[src/rtl/ex_mem_stage.sv]
// EX/MEM pipeline register with multi-cycle data-memory req/ack control.
// Optional build macro MEM_TIMEOUT_EN adds a sticky access-timeout abort.
module ex_mem_stage #(
    parameter int DATA_W         = 32,
    parameter int TIMEOUT_CYCLES = 16
) (
    input  logic              CLOCK,
    input  logic              RESET_N,
    input  logic              ValidE,
    input  logic              RegWriteE,
    input  logic              MemtoRegE,
    input  logic              MemWriteE,
    input  logic              BranchE,
    input  logic              ZeroE,
    input  logic [DATA_W-1:0] ALUOutE,
    input  logic [DATA_W-1:0] WriteDataE,
    input  logic [DATA_W-1:0] PCBranchE,
    input  logic [DATA_W-1:0] PCplus4E,
    input  logic [4:0]        WriteRegE,
    output logic              StallM,
    output logic              dmem_req,
    output logic              dmem_we,
    output logic [DATA_W-1:0] dmem_addr,
    output logic [DATA_W-1:0] dmem_wdata,
    input  logic [DATA_W-1:0] dmem_rdata,
    input  logic              dmem_ack,
    output logic              RegWriteM,
    output logic              MemtoRegM,
    output logic [4:0]        WriteRegM,
    output logic [DATA_W-1:0] ALUOutM,
    output logic [DATA_W-1:0] ReadDataM,
    output logic [DATA_W-1:0] PCplus4M,
    output logic [DATA_W-1:0] PCBranchM,
    output logic              PCSrcM,
    output logic              MemErrM
);

    typedef enum logic {IDLE, BUSY} state_t;

    state_t            state;
    logic              valid_m;
    logic              reg_write_l;
    logic              memto_reg_l;
    logic              mem_write_l;
    logic              branch_l;
    logic              zero_l;
    logic [DATA_W-1:0] alu_out_l;
    logic [DATA_W-1:0] wdata_l;
    logic [DATA_W-1:0] pc_branch_l;
    logic [DATA_W-1:0] pc_plus4_l;
    logic [4:0]        write_reg_l;
    logic              busy;
    logic              done;
    logic              memop;
    logic              timeout;

    assign busy  = (state == BUSY);
    assign done  = busy & dmem_ack;
    assign memop = ValidE & (MemtoRegE | MemWriteE);

    assign StallM     = busy & ~dmem_ack;
    assign dmem_req   = busy;
    assign dmem_we    = busy & mem_write_l;
    assign dmem_addr  = alu_out_l;
    assign dmem_wdata = wdata_l;

    assign ReadDataM = (done & memto_reg_l & ~mem_write_l) ? dmem_rdata : '0;
    // Held instructions present as bubbles so MEM/WB never writes twice
    assign RegWriteM = reg_write_l & valid_m & ~StallM;
    assign PCSrcM    = branch_l & zero_l & valid_m & ~StallM;
    assign MemtoRegM = memto_reg_l;
    assign WriteRegM = write_reg_l;
    assign ALUOutM   = alu_out_l;
    assign PCplus4M  = pc_plus4_l;
    assign PCBranchM = pc_branch_l;

`ifdef MEM_TIMEOUT_EN
    localparam int CW = $clog2(TIMEOUT_CYCLES + 1);
    localparam logic [CW-1:0] TMO_LAST = CW'(TIMEOUT_CYCLES - 1);

    logic [CW-1:0] tmo_cnt;
    logic          mem_err;

    assign timeout = StallM & (tmo_cnt == TMO_LAST);
    assign MemErrM = mem_err;

    always_ff @(posedge CLOCK) begin
        if (!RESET_N) begin
            tmo_cnt <= '0;
            mem_err <= 1'b0;
        end else if (!StallM) begin
            tmo_cnt <= '0;
        end else if (timeout) begin
            mem_err <= 1'b1;
        end else begin
            tmo_cnt <= tmo_cnt + 1'b1;
        end
    end
`else
    assign timeout = 1'b0;
    assign MemErrM = 1'b0;
`endif

    always_ff @(posedge CLOCK) begin
        if (!RESET_N) begin
            state       <= IDLE;
            valid_m     <= 1'b0;
            reg_write_l <= 1'b0;
            memto_reg_l <= 1'b0;
            mem_write_l <= 1'b0;
            branch_l    <= 1'b0;
            zero_l      <= 1'b0;
            alu_out_l   <= '0;
            wdata_l     <= '0;
            pc_branch_l <= '0;
            pc_plus4_l  <= '0;
            write_reg_l <= '0;
        end else if (!StallM) begin
            state       <= memop ? BUSY : IDLE;
            valid_m     <= ValidE;
            reg_write_l <= RegWriteE;
            memto_reg_l <= MemtoRegE;
            mem_write_l <= MemWriteE;
            branch_l    <= BranchE;
            zero_l      <= ZeroE;
            alu_out_l   <= ALUOutE;
            wdata_l     <= WriteDataE;
            pc_branch_l <= PCBranchE;
            pc_plus4_l  <= PCplus4E;
            write_reg_l <= WriteRegE;
        end else if (timeout) begin
            // Abandoned access: drop the instruction, release next cycle
            state   <= IDLE;
            valid_m <= 1'b0;
        end
    end

endmodule

[config.mk]
export PLATFORM = sky130hd
export DESIGN_NAME = ex_mem_stage
export DESIGN_NICKNAME = d
export VERILOG_FILES = /design/src/rtl/ex_mem_stage.sv
export SDC_FILE = /design/constraint.sdc
export NUM_CORES = 1
export LEC_CHECK = 0
export ABC_CLOCK_PERIOD_IN_PS = 3200
export CAP_MARGIN = 10
export CORE_MARGIN = 8
export CORE_UTILIZATION = 30
export CTS_BUF_LIST = sky130_fd_sc_hd__clkbuf_4 sky130_fd_sc_hd__clkbuf_8 sky130_fd_sc_hd__clkbuf_16
export DETAILED_ROUTE_END_ITERATION = 7
export HOLD_SLACK_MARGIN = 0.12
export PLACE_DENSITY = 0.77
export SETUP_SLACK_MARGIN = 0.2
export SLEW_MARGIN = 20
export SYNTH_ARGS = -nofsm -noshare
export SYNTH_HDL_FRONTEND = slang
export SYNTH_SLANG_ARGS = --single-unit
[constraint.sdc]
create_clock -name CLOCK -period 3.2 [get_ports CLOCK]
set_input_delay 0.32 -clock CLOCK [delete_from_list [all_inputs] [get_ports CLOCK]]
set_output_delay 0.32 -clock CLOCK [all_outputs]
set_load 0.02 [all_outputs]
* Word-level counts from Yosys, hierarchy flattened
Cells that the tools add are included.
** Storage, ports and cells
- Bits in registers :: 140
- Bits of input ports :: 174
- Output and inout port bits :: 204
- Logic and storage cells :: 29
** Operators by class
- Mux-type cells :: 2
- Bitwise gates (word level) :: 15
** Operator list (number)
- 2-to-1 mux 32 bit :: 1
- bitwise AND 1 bit :: 11
- inverter 1 bit :: 3
- 2-to-1 mux 1 bit :: 1
- bitwise OR 1 bit :: 1

* Depth between registers and ports, before layout
- Word-level depth :: 4
- Depth in mapped cells :: 5
- Gate-level depth less buffers :: 3

* Least setup slack after synthesis
OpenSTA, ideal clock, no wires.
- Kind :: flip-flop to output port
- From :: reg state, in the netlist dmem_req
- To :: out ReadDataM[10]
- Arrival :: 1180 ps
- Required time :: 2880 ps
- Setup slack :: 1700 ps
- Cell stages (with the launch flop) :: 4
- Buffers on the path :: 1
- Path through :: dfxtp_1 > and4b_1 > clkbuf_2 > and2_1
** Between the ends
- Word-level cells in the longest chain between the ends :: 4
** RTL lines
- start, declared :: RTL line 40 : state_t state;
- start signal, assigned :: RTL line 119 : state <= memop ? BUSY : IDLE;
- bitwise AND 1 bit :: RTL line 58 : assign done = busy & dmem_ack;
- bitwise AND 1 bit (2 in a row) :: RTL line 67 : assign ReadDataM = (done & memto_reg_l & ~mem_write_l) ? dmem_rdata : '0;
- 2-to-1 mux 32 bit :: RTL line 67
- end, declared :: RTL line 31 : output logic [DATA_W-1:0] ReadDataM,
No other way between the ends.

* Final worst setup path
- From :: reg state, in the netlist dmem_req
- To :: out ReadDataM[28]
The elaborated chain is that of the path after synthesis.

==> results.ini <==
[outcome]
status = complete, no violations

[logic_synthesis]
yosys.cell_types.count = 17
synth.net_count = 854
ys_seq_area_frac = 0.458
ys_ff_latch = 140
syn_inst = 680
synth_area_um2 = 6120
avgSynthCellArea_um2 = 9.00
yosysWarnings = 0

[min_path]
hp-class = in2reg
worstHoldPathCells = 3
holdPathEnd = PCplus4M[28]
hp-start = RESET_N

[clocking]
clkTransAtPathRegs_ps = 60
clock_sinks = 140
clockBufferDepth = 2
ctsHoldBuffers = 0
root_buffer = clkbuf_16
numCtsBuffers = 17
clk_latency_ps = 410
cts_setup_buffers = 0
post_cts_resized = 0
tritoncts = built
htree_levels = 4

[setup_path]
worst_setup_path_end_kind = output port
arrival_ps = 2270
cp.required_ps = 2880
r2r_setup_slack_ps = 1570
r2r-start = dmem_req
path_max_fanout = 20
critical_path_class = reg2out
reg2reg_to = PCplus4M[27]
r2r_cells = 4
setup.worst_path.start_class = flop

[routing]
via_per_inst = 4.32
first_pass_iters = 5
detail-route-antenna-nets = 0
drc = 0
avgRoutedWirePerCell_um = 16.1
drt_iter0_markers = 197
vias = 5552
drt_wl_total_um = 20700

[floorplan]
die-area_um2 = 25200
io_pins = 378
die_h_um = 159
initial_core_util = 0.304
rows = 52
core_um2 = 20100
die_x_um = 159

[grt]
grt_pass1_wl_um = 32200
grt_max_degree = 99
gr-total-overflow = 0
grt_pass1_vias = 5690
antenna_found_initial = 1
track_usage = 0.161

[placement]
io_buffers = 376
dp_cells = 1253
gp_congestion = 0.828
dp_hpwl_um = 16500

[timing]
min_period_ps = 2590
slew_headroom = 0.531
fmax_mhz = 386
hold_violations = 0
fin_skew_ps = 6.67
finalSetupViolCount = 0
worst_slew_pin_slew_ps = 703
fin_crit_sh = 0.810
holdWs_ps = 435
tns_ps = 0
rsz0062_at_grt = false
finalMaxSlewViolations = 0

[layout]
fin_cells = 1286
drive_gt1_frac = 0.0433
layout.nets = 1176
fillCellCount = 1844
fin_util = 0.515
area_growth_pct = 69.3

[power]
peakVddDrop_uv = 336
p_leak_nw = 3.94
power_density_nw_per_um2 = 483
power_w = 0.00501

[flow_run]
max_cap_viol_count = 0

## metal layers
metal	vias up	GRT usage	share of wire
li1	2778	-	-
met3	46	0.0695	0.087
met1	2472	0.151	0.36
met4	0	0.0900	0.044
met2	256	0.289	0.51
met5	-	0	0
## worst max-delay path by stage
stage                     to  depth (start not counted)  slack [ps]  startpoint
2_1_floorplan  ReadDataM[10]                          3        1700    dmem_req
5_1_grt         ReadDataM[0]                          4         400    dmem_req
6_report       ReadDataM[28]                          4         610    dmem_req
3_5_place_dp   ReadDataM[23]                          5         610    dmem_ack
3_3_place_gp   ReadDataM[30]                          5         670    dmem_ack
4_1_cts        ReadDataM[23]                          4         550    dmem_req
## cell families (layout without fill, tap and decap cells)
family	count (synthesis)	after routing	share of synthesized area
AO/OA/AOI/OAI	2	2	0.00204
buffers and inverters	83	418	0.102
flip-flops	140	140	0.458
multiplexers	139	139	0.227
other	1	2	0.000613
AND/OR/NAND/NOR	315	315	0.211
## per-stage QoR
step	instance area [um2]	setup slack, ps
after global placement	9730	671
after global routing	10400	402
after CTS	10400	546
after floorplan	6120	1700
after detailed placement	9730	613
final	10400	608
## cells in the final DEF, fill, tap and decap left out
cell type / netlist / final
a21boi_0: 1 / 1
and2_1: 33 / 33
and3_1: 1 / 1
and4_1: 1 / 1
and4b_1: 1 / 1
buf_12: 0 / 4
buf_4: 41 / 5
buf_6: 0 / 1
bufinv_16: 0 / 4
clkbuf_16: 0 / 17
clkbuf_4: 0 / 1
clkbuf_8: 0 / 1
clkdlybuf4s50_1: 0 / 375
clkinv_2: 0 / 4
conb_1: 1 / 1
dfxtp_1: 140 / 140
diode_2: 0 / 1
inv_6: 0 / 6
mux2i_1: 139 / 139
nand2_1: 278 / 278
nand2b_4: 1 / 1
o21ai_0: 1 / 1
## power by group
part           switching (W)  internal [W]
clock network       0.000771       0.00134
logic               0.000442      0.000526
registers          0.0000666       0.00186
## worst max-delay path, stage by stage (launching register included)
cell and delay (ps):
dfxtp_1 410, and4b_1 440, buf_4 260, and2_1 150, clkdlybuf4s50_1 600
## state kept, by name, summed over array words and instances, names as in the netlist, 5 cells and up
signal      flops
ALUOutM        32
WriteRegM       5
PCBranchM      32
dmem_wdata     32
PCplus4M       32
## cell type report
cell class,instances,area [um2],area share
clock inverters,13,184,0.0178
flip-flops and latches,140,2800,0.270
diodes,1,2.50,0.000242
repair buffers,385,3880,0.375
inverters,1,8.76,0.000845
multi-input cells,457,2700,0.260
clock buffers,19,447,0.0431
well taps,270,338,0.0326
## cell usage after synthesis
master      n  area share
inv_4       1      0.0010
conb_1      1     0.00061
buf_2      21       0.017
buf_8      11       0.027
and4_1      1      0.0014
clkbuf_1    6      0.0037
clkbuf_2    3      0.0025
and3_1      1      0.0010
o21ai_0     1     0.00082
nand2_1   278        0.17
mux2i_1   139        0.23
buf_4      41       0.050
a21boi_0    1      0.0012
dfxtp_1   140        0.46
and4b_1     1      0.0016
and2_1     33       0.034
nand2b_4    1      0.0022
Note: power is estimated with default switching activity, not from simulation.
